## src/rtl/iref_seq.sv

```systemverilog
// Multi-channel current-reference power-up sequencer with a memory-mapped CPU slave port.
// Each channel: release pd, pulse charge, settle, then flag done and raise a pending interrupt.
module iref_seq #(
   parameter int unsigned N_CH   = 4,
   parameter int unsigned ADDR_W = 3,
   parameter int unsigned DATA_W = 32,
   parameter int unsigned CNT_W  = 16
) (
   input  logic              clk,
   input  logic              rst,
   input  logic              valid,
   input  logic [ADDR_W-1:0] address,
   input  logic [DATA_W-1:0] wdata,
   input  logic              wstrb,
   output logic [DATA_W-1:0] rdata,
   output logic              ready,
   output logic [N_CH-1:0]   pd,
   output logic [N_CH-1:0]   charge,
   output logic              irq
);

   localparam logic [ADDR_W-1:0] A_PD      = ADDR_W'(0);
   localparam logic [ADDR_W-1:0] A_START   = ADDR_W'(1);
   localparam logic [ADDR_W-1:0] A_CHG_LEN = ADDR_W'(2);
   localparam logic [ADDR_W-1:0] A_SET_LEN = ADDR_W'(3);
   localparam logic [ADDR_W-1:0] A_STATUS  = ADDR_W'(4);
   localparam logic [ADDR_W-1:0] A_IRQ_EN  = ADDR_W'(5);
   localparam logic [ADDR_W-1:0] A_IRQ_PND = ADDR_W'(6);

   typedef enum logic [1:0] {
      S_IDLE,
      S_CHARGE,
      S_SETTLE,
      S_ON
   } ch_state_t;

   ch_state_t         state_q [N_CH];
   ch_state_t         state_d [N_CH];
   logic [CNT_W-1:0]  cnt_q   [N_CH];
   logic [CNT_W-1:0]  cnt_d   [N_CH];

   logic [CNT_W-1:0]  chg_len;
   logic [CNT_W-1:0]  set_len;
   logic [CNT_W-1:0]  chg_load;
   logic [CNT_W-1:0]  set_load;
   logic [N_CH-1:0]   irq_en;
   logic [N_CH-1:0]   irq_pend;
   logic [N_CH-1:0]   set_pend;
   logic [N_CH-1:0]   done;
   logic [N_CH-1:0]   busy;

   logic              accept;
   logic              wr;
   logic [N_CH-1:0]   abort_mask;
   logic [N_CH-1:0]   start_mask;
   logic [N_CH-1:0]   w1c_mask;
   logic [DATA_W-1:0] rd_val;
   logic              unused_wdata;

   assign unused_wdata = ^wdata;

   // A held valid re-accepts every other cycle because ready blocks acceptance.
   assign accept = valid & ~ready;
   assign wr     = accept & wstrb;

   assign abort_mask = (wr && address == A_PD)      ? wdata[N_CH-1:0] : '0;
   assign start_mask = (wr && address == A_START)   ? wdata[N_CH-1:0] : '0;
   assign w1c_mask   = (wr && address == A_IRQ_PND) ? wdata[N_CH-1:0] : '0;

   assign chg_load = (chg_len == '0) ? CNT_W'(1) : chg_len;
   assign set_load = (set_len == '0) ? CNT_W'(1) : set_len;

   always_comb begin
      set_pend = '0;
      for (int unsigned i = 0; i < N_CH; i++) begin
         state_d[i] = state_q[i];
         cnt_d[i]   = cnt_q[i];
         case (state_q[i])
            S_IDLE, S_ON: begin
               if (start_mask[i]) begin
                  state_d[i] = S_CHARGE;
                  cnt_d[i]   = chg_load;
               end
            end
            S_CHARGE: begin
               if (cnt_q[i] == CNT_W'(1)) begin
                  state_d[i] = S_SETTLE;
                  cnt_d[i]   = set_load;
               end else begin
                  cnt_d[i] = cnt_q[i] - CNT_W'(1);
               end
            end
            S_SETTLE: begin
               if (cnt_q[i] == CNT_W'(1)) begin
                  state_d[i]  = S_ON;
                  cnt_d[i]    = '0;
                  set_pend[i] = 1'b1;
               end else begin
                  cnt_d[i] = cnt_q[i] - CNT_W'(1);
               end
            end
            default: begin
               state_d[i] = S_IDLE;
               cnt_d[i]   = '0;
            end
         endcase
         // Abort overrides everything, including a completion on the same edge.
         if (abort_mask[i]) begin
            state_d[i]  = S_IDLE;
            cnt_d[i]    = '0;
            set_pend[i] = 1'b0;
         end
      end
   end

   always_ff @(posedge clk or negedge rst) begin
      if (!rst) begin
         for (int unsigned i = 0; i < N_CH; i++) begin
            state_q[i] <= S_IDLE;
            cnt_q[i]   <= '0;
         end
      end else begin
         for (int unsigned i = 0; i < N_CH; i++) begin
            state_q[i] <= state_d[i];
            cnt_q[i]   <= cnt_d[i];
         end
      end
   end

   always_comb begin
      pd     = '0;
      charge = '0;
      done   = '0;
      busy   = '0;
      for (int unsigned i = 0; i < N_CH; i++) begin
         pd[i]     = (state_q[i] == S_IDLE);
         charge[i] = (state_q[i] == S_CHARGE);
         done[i]   = (state_q[i] == S_ON);
         busy[i]   = (state_q[i] == S_CHARGE) || (state_q[i] == S_SETTLE);
      end
   end

   always_comb begin
      rd_val = '0;
      case (address)
         A_PD:      rd_val[N_CH-1:0]   = pd;
         A_CHG_LEN: rd_val[CNT_W-1:0]  = chg_len;
         A_SET_LEN: rd_val[CNT_W-1:0]  = set_len;
         A_STATUS:  rd_val[2*N_CH-1:0] = {busy, done};
         A_IRQ_EN:  rd_val[N_CH-1:0]   = irq_en;
         A_IRQ_PND: rd_val[N_CH-1:0]   = irq_pend;
         default:   rd_val             = '0;
      endcase
   end

   always_ff @(posedge clk or negedge rst) begin
      if (!rst) begin
         ready    <= 1'b0;
         rdata    <= '0;
         chg_len  <= CNT_W'(16);
         set_len  <= CNT_W'(64);
         irq_en   <= '0;
         irq_pend <= '0;
      end else begin
         ready    <= accept;
         rdata    <= accept ? rd_val : '0;
         irq_pend <= (irq_pend & ~w1c_mask) | set_pend;
         if (wr) begin
            case (address)
               A_CHG_LEN: chg_len <= wdata[CNT_W-1:0];
               A_SET_LEN: set_len <= wdata[CNT_W-1:0];
               A_IRQ_EN:  irq_en  <= wdata[N_CH-1:0];
               default: ;
            endcase
         end
      end
   end

   assign irq = |(irq_pend & irq_en);

endmodule

```

## config.mk

```make
export PLATFORM = sky130hd
export DESIGN_NAME = iref_seq
export DESIGN_NICKNAME = d
export VERILOG_FILES = /design/src/rtl/iref_seq.sv
export SDC_FILE = /design/constraint.sdc
export NUM_CORES = 1
export LEC_CHECK = 0
export CORE_UTILIZATION = 35
export DETAILED_ROUTE_END_ITERATION = 10
export REMOVE_ABC_BUFFERS = 1
export SETUP_SLACK_MARGIN = 0.05
export SLEW_MARGIN = 20
export SYNTH_ARGS = -nofsm -noshare
export SYNTH_HDL_FRONTEND = slang
export SYNTH_SLANG_ARGS = --single-unit
```

## constraint.sdc

```tcl
create_clock -name clk -period 3.4 [get_ports clk]
set_clock_uncertainty 0.15 [all_clocks]
set_input_delay 0.68 -clock clk [delete_from_list [all_inputs] [get_ports clk]]
set_output_delay 0.68 -clock clk [all_outputs]
set_load 0.03 [all_outputs]
```

# After elaboration in Yosys (flattened, before gate mapping)
# Index checks and enable logic that the tools add are counted.
[totals]
register_bits = 129
out_inout_bits = 42
inputBits = 39
wordCells = 146
[classes]
bitwise = 7
reduce_logical = 26
add_sub_neg = 4
n_eq_ne = 34
mux = 61
[ops]
columns = ["cell", "count"]
rows = [
  ["two-way mux 16 bit", 19],
  ["case mux 16 bit (3 select lines)", 4],
  ["== test 16 x 1 -> 1 bit (second input constant)", 4],
  ["subtractor 16 x 1 -> 16 bit (second input constant)", 4],
  ["logical NOT 16 bit", 2],
  ["two-way mux 2 bit", 16],
  ["inequality test 3 bit (second input constant)", 8],
  ["case mux 2 bit (3 select lines)", 4],
  ["case mux 4 bit (6 select lines)", 1],
  ["== test 2 bit (second input constant)", 8],
  ["case mux 8 bit (2 select lines)", 1],
  ["two-way mux 1 bit", 12],
  ["two-way mux 4 bit", 3],
  ["inequality test 3 x 1 -> 1 bit (second input constant)", 4],
  ["case mux 4 bit (3 select lines)", 1],
  ["AND reduction 3 bit", 4],
  ["== test 3 bit (second input constant)", 3],
  ["AND 4 bit", 2],
  ["== test 2 x 1 -> 1 bit (second input constant)", 4],
  ["logical NOT 2 bit", 4],
  ["OR reduction 2 bit", 4],
  ["== test 3 x 2 -> 1 bit (second input constant)", 2],
  ["AND reduction 2 bit", 3],
  ["logical OR 1 bit", 4],
  ["8 further kinds", 11],
]

# Longest topological paths before layout
# Gate-level depths: netlist of the first run.
[depth]
word_depth = 8
mapped_depth = 10

# Least setup slack after synthesis of the first run
# OpenSTA, ideal clock, no wires.
[synth_path]
path_kind = "input-to-reg"
from = "input port address[2]"
to = "register cnt_q[33] in the netlist's numbering"
setup_ns = 0.131
required_ns = 3.119
arrival_time_ns = 2.110
stages = 6
path_slack_ns = 1.009
path_buffers = 1
path_cell_list = "clkbuf_1 > nor2_1 > nand3_1 > nor2_1 > a2111oi_0 > or3_1"
[synth_between]
elab_chain_len = 4
word_cells_on_any_way = 8
[synth_lines]
columns = ["element", "line", "text"]
rows = [
  ["from (decl)", "12", "input logic [ADDR_W-1:0] address,"],
  ["== test 3 x 1 -> 1 bit / logical NOT 3 bit (equally long branches)", "67, 66", ""],
  ["logical AND 1 bit, on equally long branches", "67, 66", ""],
  ["two-way mux 4 bit, on equally long branches", "67, 66", ""],
  ["inequality test 3 bit (no source line) / two-way mux 16 bit (equally long branches)", "n/a", ""],
  ["to (signal, indexed assignment)", "125", "cnt_q[i] <= cnt_d[i];"],
  ["to (decl)", "39", "logic [CNT_W-1:0] cnt_q [N_CH];"],
]
# Parallel ways exist; a longest one is shown, timed or not.
# A chain may end at the register's enable or synchronous reset.

# Final worst setup path of the first run
[layout_path]
from = "register state_q[7] in the netlist's numbering"
to = "output port charge[0]"
[layout_between]
elab_chain_len = 1
[layout_lines]
columns = ["element", "line", "text"]
rows = [
  ["from (decl)", "37", "ch_state_t state_q [N_CH];"],
  ["from (signal, indexed assignment)", "124", "state_q[i] <= state_d[i];"],
  ["== test 2 x 1 -> 1 bit", "137", "charge[i] = (state_q[i] == S_CHARGE);"],
  ["to (decl)", "18", "output logic [N_CH-1:0] charge,"],
]
# No other way between the ends.

==> impl_metrics.xml, run 1 <==
<?xml version="1.0" encoding="UTF-8"?>
<metrics>
  <group name="sta">
    <metric name="fmaxAchievable" unit="MHz">346</metric>
    <metric name="timing_hold_violations_final" unit="">0</metric>
    <metric name="setup_viol" unit="">0</metric>
    <metric name="final.period_utilization" unit="">0.849</metric>
    <metric name="final.min_clock_period" unit="ns">2.89</metric>
    <metric name="slew_violations" unit="">0</metric>
    <metric name="max-slew-margin-rel" unit="">0.426</metric>
    <metric name="worst_pin_slew" unit="ns">0.861</metric>
    <metric name="rsz_0062_raised_after_global_routing" unit="">false</metric>
    <metric name="fin_setup_tns" unit="ns">0</metric>
  </group>
  <group name="detailed_routing">
    <metric name="antenna_violating_nets_post_route" unit="">0</metric>
    <metric name="wl_per_cell" unit="um">22.5</metric>
    <metric name="via_per_inst" unit="">5.93</metric>
    <metric name="post-route-drc-count" unit="">0</metric>
    <metric name="route.vias.total" unit="">7428</metric>
    <metric name="drt_iter0_markers" unit="">704</metric>
    <metric name="totalWireLength" unit="um">28200</metric>
    <metric name="first_pass_iteration_count_of_the_detailed_router" unit="">6</metric>
  </group>
  <group name="pwr">
    <metric name="power.switching_fraction" unit="">0.463</metric>
    <metric name="share_seq_of_total_power" unit="">0.326</metric>
    <metric name="vdd_ir_drop_max" unit="V">0.000397</metric>
    <metric name="cell_internal_pwr" unit="W">0.00523</metric>
    <metric name="total_switching_power" unit="W">0.00450</metric>
    <metric name="power.share.combinational" unit="">0.482</metric>
    <metric name="cellLeakagePower" unit="nW">4.10</metric>
    <metric name="power" unit="W">0.00973</metric>
    <metric name="clock_power_share" unit="">0.192</metric>
    <metric name="power-per-cell-area" unit="mW/mm^2">990</metric>
  </group>
  <group name="logic_synthesis">
    <metric name="yosysUniqueCellTypes" unit="">77</metric>
    <metric name="ys.warnings.count" unit="">0</metric>
    <metric name="synth.area.mux_share" unit="">0.106</metric>
    <metric name="number_of_synthesized_flops_with_an_enable_pin" unit="">0</metric>
    <metric name="proportion_of_synthesized_chip_area_in_sequential_cells" unit="">0.383</metric>
    <metric name="postSynthCellCount" unit="">879</metric>
    <metric name="synth_simple_gate_area_frac" unit="">0.174</metric>
    <metric name="syn_area_per_cell" unit="sq um">9.60</metric>
    <metric name="yosysTopAreaCell" unit="">sky130_fd_sc_hd__dfrtp_1</metric>
    <metric name="synthAdderAreaFrac" unit="">0.0415</metric>
    <metric name="postSynthRegisterBits" unit="">129</metric>
    <metric name="post_synth_xor_area_fraction" unit="">0.0477</metric>
    <metric name="async_flop_share" unit="">1.00</metric>
    <metric name="synth-compound-area-share" unit="">0.191</metric>
    <metric name="cells_taking_the_most_area_after_synthesis" unit="">sky130_fd_sc_hd__dfrtp_1, sky130_fd_sc_hd__mux2_2, sky130_fd_sc_hd__ha_1, sky130_fd_sc_hd__mux2i_1, sky130_fd_sc_hd__a221oi_1</metric>
    <metric name="synth_flop_cell" unit="">sky130_fd_sc_hd__dfrtp_1</metric>
    <metric name="synthDominantCellAreaShare" unit="">0.377</metric>
    <metric name="syn_area" unit="sq mm">0.00844</metric>
    <metric name="synth_top_family_by_area" unit="">compound AO/OA/AOI/OAI gates</metric>
  </group>
  <group name="cells_and_area">
    <metric name="share_of_post_route_cells_with_drive_strength_above_1" unit="">0.154</metric>
    <metric name="filler_cell_count" unit="">2325</metric>
    <metric name="layout_commonest_cell" unit="">sky130_fd_sc_hd__dfrtp_1</metric>
    <metric name="synthToLayoutAreaGrowth" unit="%">16.4</metric>
    <metric name="layout.cells.most_common_list" unit="">sky130_fd_sc_hd__dfrtp_1, sky130_fd_sc_hd__nand2_1, sky130_fd_sc_hd__nor2_1</metric>
    <metric name="total_nets_final" unit="">987</metric>
  </group>
  <group name="clocking">
    <metric name="cts_tree" unit="">built</metric>
    <metric name="cts_htree_levels" unit="">4</metric>
    <metric name="postCtsSetupRepairBufs" unit="">0</metric>
    <metric name="ctsHoldBuffers" unit="">0</metric>
    <metric name="post_cts_resize_count" unit="">0</metric>
    <metric name="numCtsBuffers" unit="">17</metric>
    <metric name="clock_sink_count" unit="">129</metric>
    <metric name="cts.root.buffer_cell" unit="">sky130_fd_sc_hd__clkbuf_16</metric>
    <metric name="max-clock-path-buffers" unit="">2</metric>
    <metric name="worstSkewPairLatency" unit="ns">0.43</metric>
    <metric name="clk_pin_slew" unit="ns">0.07</metric>
  </group>
  <group name="worst_setup_path">
    <metric name="critical_path.top_delay_family" unit="">buffers and inverters</metric>
    <metric name="critPathMaxFanout" unit="">8</metric>
    <metric name="critical_path_depth" unit="">3</metric>
    <metric name="worst-endpoint-arrival" unit="ns">2.06</metric>
    <metric name="slowest_stage" unit="">sky130_fd_sc_hd__clkdlybuf4s50_1</metric>
    <metric name="r2r.worst_path.cells" unit="">5</metric>
    <metric name="worst_ep_required_time" unit="ns">2.57</metric>
    <metric name="setup.worst_path.class" unit="">register to primary output</metric>
    <metric name="critical_path_buffer_and_inverter_count" unit="">2</metric>
    <metric name="timing.critical_path.from_type" unit="">register</metric>
    <metric name="cells_traversed_along_the_worst_timing_path" unit="">inv_1 &gt; ha_1 &gt; clkdlybuf4s50_1</metric>
    <metric name="max_stage_delay" unit="ns">0.73</metric>
    <metric name="setup.worst_path.end_class" unit="">primary output</metric>
  </group>
  <group name="placed_design">
    <metric name="place.gp.congestion" unit="">0.911</metric>
    <metric name="io_buffers" unit="">48</metric>
    <metric name="detailedPlacementHpwl" unit="um">18600</metric>
  </group>
  <group name="status">
    <metric name="outcome" unit="">finished clean</metric>
  </group>
  <group name="floorplanning">
    <metric name="start_util" unit="">0.359</metric>
    <metric name="std_cell_rows" unit="">56</metric>
    <metric name="dieWidth" unit="um">157</metric>
    <metric name="io_pins" unit="">81</metric>
    <metric name="core_area" unit="sq mm">0.0235</metric>
    <metric name="fp.dieArea" unit="sq mm">0.0247</metric>
    <metric name="die_height" unit="um">157</metric>
  </group>
  <group name="worst_hold_path">
    <metric name="min_path_type" unit="">primary input to async pin</metric>
  </group>
  <group name="global_routing">
    <metric name="first_global_vias" unit="">7131</metric>
    <metric name="grt_first_pass_wirelength" unit="um">43400</metric>
    <metric name="globalRoute.totalOverflow" unit="">0</metric>
    <metric name="grt_overall_usage" unit="">0.239</metric>
    <metric name="pin_count_of_the_biggest_net_entering_global_routing" unit="">62</metric>
    <metric name="number_of_antenna_violations_at_the_first_check_in_global_routing" unit="">0</metric>
  </group>
  <group name="flow_run">
    <metric name="maxCapViolCount" unit="">0</metric>
  </group>
</metrics>
per-stage QoR:
| stage | hold slack, ns | cell area (sq um) | util | setup WS (ns) | cells |
|---|---|---|---|---|---|
| after CTS | 0.100 | 9820 | 0.417 | 0.518 | 1252 |
| after global placement | 0.368 | 9240 | 0.392 | 0.344 | 1220 |
| after global routing | 0.113 | 9820 | 0.417 | 0.445 | 1252 |
| after detailed placement | 0.373 | 9240 | 0.392 | 0.332 | 1220 |
| final | 0.0763 | 9830 | 0.417 | 0.513 | 1253 |
| after floorplan | 0.234 | 8110 | - | 0.262 | 821 |
flip-flops by register name, summed over array words and instances, names as in the netlist:
register / flops
irq_pend: 4
chg_len: 16
rdata: 16
ready: 1
set_len: 16
state_q: 8
cnt_q: 64
irq_en: 4
layout make-up:
| type | count | area, sq um | share of cell area |
|---|---|---|---|
| Antenna cell | 1 | 2.50 | 0.000255 |
| Clock buffer | 17 | 425 | 0.0433 |
| Clock inverter | 15 | 159 | 0.0162 |
| Inverter | 24 | 90.1 | 0.00917 |
| Multi-Input combinational cell | 668 | 4790 | 0.488 |
| Sequential cell | 129 | 3230 | 0.329 |
| Tap cell | 319 | 399 | 0.0406 |
| Timing Repair Buffer | 80 | 729 | 0.0742 |
worst reg2reg max path: cells and delay by family (launching register included):
| family | cells | cell delay (ns) |
|---|---|---|
| DFF | 1 | 0.45 |
| and+or+nand+nor | 3 | 1.46 |
| AOI/OAI and AO/OA | 2 | 0.48 |
Yosys cell counts, types with 5 or more instances:
cell type and n:
sky130_fd_sc_hd__nand2_1 85, sky130_fd_sc_hd__o21ai_0 26, sky130_fd_sc_hd__nor3_1 21, sky130_fd_sc_hd__xnor2_1 33
sky130_fd_sc_hd__a31oi_1 11, sky130_fd_sc_hd__a2bb2oi_1 6, sky130_fd_sc_hd__clkbuf_1 34, sky130_fd_sc_hd__nor2_1 63
sky130_fd_sc_hd__and4_1 5, sky130_fd_sc_hd__buf_4 18, sky130_fd_sc_hd__buf_2 15, sky130_fd_sc_hd__a22oi_1 13
sky130_fd_sc_hd__xor2_1 13, sky130_fd_sc_hd__mux2i_1 35, sky130_fd_sc_hd__nor4_1 23, sky130_fd_sc_hd__a221oi_1 39
sky130_fd_sc_hd__inv_1 23, sky130_fd_sc_hd__dfrtp_1 127, sky130_fd_sc_hd__a221oi_2 5, sky130_fd_sc_hd__and3_1 5
sky130_fd_sc_hd__nand3b_1 7, sky130_fd_sc_hd__a21oi_1 32, sky130_fd_sc_hd__a211oi_1 17, sky130_fd_sc_hd__a311oi_1 17
sky130_fd_sc_hd__o31ai_1 7, sky130_fd_sc_hd__nor4b_1 6, sky130_fd_sc_hd__mux2_2 48, sky130_fd_sc_hd__ha_1 28
sky130_fd_sc_hd__nand3_1 17, sky130_fd_sc_hd__a22o_1 5, sky130_fd_sc_hd__nand4_1 12
power by group through the flow:
stage	clock network, W	logic [W]	registers, W
finish	0.00187	0.00469	0.00317
floorplan	0	0.00347	0.00274
global placement	0	0.00456	0.00314
detailed placement	0	0.00463	0.00315
CTS	0.00188	0.00466	0.00313
global route	0.00195	0.00520	0.00323
per-layer routing:
metal | vias to the layer above | GRT usage | share of wire
li1 | 3385 | - | -
met1 | 3651 | 0.319 | 0.44
met2 | 314 | 0.366 | 0.45
met3 | 78 | 0.0493 | 0.071
met4 | 0 | 0.119 | 0.046
met5 | - | 0 | 0
cell families (layout without fill, tap and decap cells):
family,Yosys count,in the layout
AOI/OAI and AO/OA,213,213
xor gates and xnor gates,46,46
adders and majority gates,28,28
buffers and inverters,97,136
DFF,129,129
muxes,83,83
other,1,17
and+or+nand+nor,282,282
worst paths after layout:
kind                                  from          to  slack (ns)
worst max register to register   cnt_q[60]   cnt_q[51]        0.76
min in group clk                set_len[0]  set_len[0]        0.39
worst min register to register  set_len[0]  set_len[0]        0.39
worst min-delay path                   rst    rdata[8]        0.08
worst max-delay path            state_q[7]   charge[0]        0.51
max in group asynchronous              rst   cnt_q[25]        2.32
Note: power is estimated with default switching activity, not from simulation.
==> run 2: changes to the inputs <==
==> constraint.sdc (replaced) <==
create_clock -name clk -period 2.46 [get_ports clk]
set_clock_uncertainty 0.15 [all_clocks]
set_input_delay 0.492 -clock clk [delete_from_list [all_inputs] [get_ports clk]]
set_output_delay 0.492 -clock clk [all_outputs]
set_load 0.03 [all_outputs]
==> impl_metrics.xml, run 2 (synthesized netlist as in run 1, its figures left out) <==
<?xml version="1.0" encoding="UTF-8"?>
<metrics>
  <group name="floorplanning">
    <metric name="io_pins" unit="">81</metric>
    <metric name="fp.dieArea" unit="sq mm">0.0247</metric>
    <metric name="start_util" unit="">0.359</metric>
    <metric name="die_height" unit="um">157</metric>
    <metric name="dieWidth" unit="um">157</metric>
    <metric name="std_cell_rows" unit="">56</metric>
    <metric name="core_area" unit="sq mm">0.0235</metric>
  </group>
  <group name="global_routing">
    <metric name="grt_overall_usage" unit="">0.246</metric>
    <metric name="globalRoute.totalOverflow" unit="">0</metric>
    <metric name="grt_first_pass_wirelength" unit="um">44700</metric>
    <metric name="number_of_antenna_violations_at_the_first_check_in_global_routing" unit="">0</metric>
    <metric name="pin_count_of_the_biggest_net_entering_global_routing" unit="">42</metric>
    <metric name="first_global_vias" unit="">7416</metric>
  </group>
  <group name="detailed_routing">
    <metric name="via_per_inst" unit="">5.82</metric>
    <metric name="first_pass_iteration_count_of_the_detailed_router" unit="">7</metric>
    <metric name="antenna_violating_nets_post_route" unit="">0</metric>
    <metric name="post-route-drc-count" unit="">0</metric>
    <metric name="wl_per_cell" unit="um">21.8</metric>
    <metric name="totalWireLength" unit="um">29400</metric>
    <metric name="drt_iter0_markers" unit="">779</metric>
    <metric name="route.vias.total" unit="">7853</metric>
  </group>
  <group name="cells_and_area">
    <metric name="synthToLayoutAreaGrowth" unit="%">25.3</metric>
    <metric name="layout.core_utilization" unit="">0.449</metric>
    <metric name="regMostFlops" unit="">cnt_q</metric>
    <metric name="share_of_post_route_cells_with_drive_strength_above_1" unit="">0.234</metric>
    <metric name="largest_register_ff_count" unit="">64</metric>
    <metric name="total_nets_final" unit="">1084</metric>
    <metric name="layout_commonest_cell" unit="">sky130_fd_sc_hd__dfrtp_1</metric>
    <metric name="num_antenna_cells" unit="">0</metric>
    <metric name="layout.cells.most_common_list" unit="">sky130_fd_sc_hd__dfrtp_1, sky130_fd_sc_hd__buf_4, sky130_fd_sc_hd__nand2_1</metric>
    <metric name="filler_cell_count" unit="">2282</metric>
  </group>
  <group name="sta">
    <metric name="rsz_0062_raised_after_global_routing" unit="">false</metric>
    <metric name="final.period_utilization" unit="">0.950</metric>
    <metric name="fmaxAchievable" unit="MHz">428</metric>
    <metric name="setup_viol" unit="">0</metric>
    <metric name="slew_violations" unit="">0</metric>
    <metric name="timing_hold_violations_final" unit="">0</metric>
    <metric name="worst_pin_slew" unit="ns">0.658</metric>
    <metric name="final.min_clock_period" unit="ns">2.34</metric>
    <metric name="max-slew-margin-rel" unit="">0.560</metric>
  </group>
  <group name="clocking">
    <metric name="cts_tree" unit="">built</metric>
    <metric name="clock_sink_count" unit="">129</metric>
    <metric name="postCtsSetupRepairBufs" unit="">0</metric>
    <metric name="worstSkewPairLatency" unit="ns">0.43</metric>
    <metric name="cts.root.buffer_cell" unit="">sky130_fd_sc_hd__clkbuf_16</metric>
    <metric name="max-clock-path-buffers" unit="">2</metric>
    <metric name="cts_htree_levels" unit="">4</metric>
    <metric name="numCtsBuffers" unit="">17</metric>
    <metric name="clk_pin_slew" unit="ns">0.07</metric>
  </group>
  <group name="worst_setup_path">
    <metric name="max_stage_delay" unit="ns">0.41</metric>
    <metric name="setup.worst_path.class" unit="">register to primary output</metric>
    <metric name="timing.critical_path.from_type" unit="">register</metric>
    <metric name="worst_ep_required_time" unit="ns">1.82</metric>
    <metric name="critPathMaxFanout" unit="">4</metric>
    <metric name="setup.worst_path.end_class" unit="">primary output</metric>
    <metric name="slowest_stage" unit="">sky130_fd_sc_hd__dfrtp_1</metric>
    <metric name="cells_traversed_along_the_worst_timing_path" unit="">inv_1 &gt; ha_1 &gt; buf_4 &gt; dlygate4sd2_1</metric>
    <metric name="worst-endpoint-arrival" unit="ns">1.70</metric>
  </group>
  <group name="pwr">
    <metric name="power-per-cell-area" unit="mW/mm^2">1330</metric>
    <metric name="vdd_ir_drop_max" unit="V">0.000567</metric>
    <metric name="cellLeakagePower" unit="nW">4.60</metric>
    <metric name="power" unit="W">0.0141</metric>
  </group>
  <group name="placed_design">
    <metric name="io_buffers" unit="">48</metric>
    <metric name="detailedPlacementHpwl" unit="um">20300</metric>
    <metric name="place.gp.congestion" unit="">0.910</metric>
  </group>
  <group name="worst_hold_path">
    <metric name="min_path_type" unit="">register to register</metric>
  </group>
  <group name="flow_run">
    <metric name="maxCapViolCount" unit="">0</metric>
  </group>
  <group name="status">
    <metric name="outcome" unit="">finished clean</metric>
  </group>
</metrics>
[run 2: metrics by stage]
stage	setup WS, ns	cells	hold slack (ns)	instance area, sq um	TNS, ns
floorplan	-0.541	821	0.0464	8110	-7.27
global placement	-0.203	1316	0.285	10000	-4.64
detailed placement	-0.179	1316	0.280	10000	-3.97
CTS	0.119	1349	0.393	10600	0
global route	0.0236	1349	0.420	10600	0
finish	0.122	1349	0.391	10600	0
[run 2: critical path, delay by kind of cell, from the launching register on]
family / cells / cell delay, ns
buffers and inverters: 3 / 0.68
adders and majority gates: 1 / 0.19
DFF: 1 / 0.41
[run 2: layer usage]
metal | GRT usage | wire length (um)
met5 | 0 | 0
met3 | 0.0485 | 2270
met4 | 0.131 | 1490
met1 | 0.315 | 12300
met2 | 0.390 | 13300
[run 2: layout make-up]
cell class | count | area (sq um) | area share
Clock inverter | 13 | 108 | 0.0102
Multi-Input combinational cell | 668 | 4810 | 0.454
Tap cell | 319 | 399 | 0.0377
Timing Repair Buffer | 177 | 1510 | 0.143
Sequential cell | 129 | 3230 | 0.305
Clock buffer | 19 | 433 | 0.0409
Inverter | 24 | 90.1 | 0.00852
[run 2: final timing paths]
| kind | start | to | slack [ns] | cells past startpoint |
|---|---|---|---|---|
| min in group asynchronous | rst | rdata[10] | 0.40 | 2 |
| min reg2reg | irq_en[3] | irq_en[3] | 0.39 | 1 |
| max reg2reg | cnt_q[60] | cnt_q[55] | 0.13 | 5 |
| max | state_q[1] | charge[3] | 0.12 | 4 |
| min | irq_en[3] | irq_en[3] | 0.39 | 1 |
| max in group asynchronous | rst | cnt_q[45] | 1.19 | 3 |
[run 2: what timing repair did]
| action | in CTS | in global routing |
|---|---|---|
| hold endpoints to repair | 34 | 0 |
| cloned | 0 | 0 |
| setup endpoints to repair | 9 | 10 |
| resized for setup | 9 | 3 |
| hold buffers | 1 | 0 |
[run 2: power by group]
group | total [W] | internal [W] | switching [W]
Sequential | 0.00384 | 0.00293 | 0.000910
Clock | 0.00237 | 0.00130 | 0.00107
Combinational | 0.00786 | 0.00346 | 0.00440
==> run 3: changes to the inputs <==
--- a/config.mk
+++ b/config.mk
@@ -7,6 +7,7 @@
 export LEC_CHECK = 0
 export CORE_UTILIZATION = 35
 export DETAILED_ROUTE_END_ITERATION = 10
+export HOLD_SLACK_MARGIN = 0.02
 export REMOVE_ABC_BUFFERS = 1
 export SETUP_SLACK_MARGIN = 0.05
 export SLEW_MARGIN = 20
==> results of run 3 <==
Final layout, timing and power as in run 2 (identical DEF).
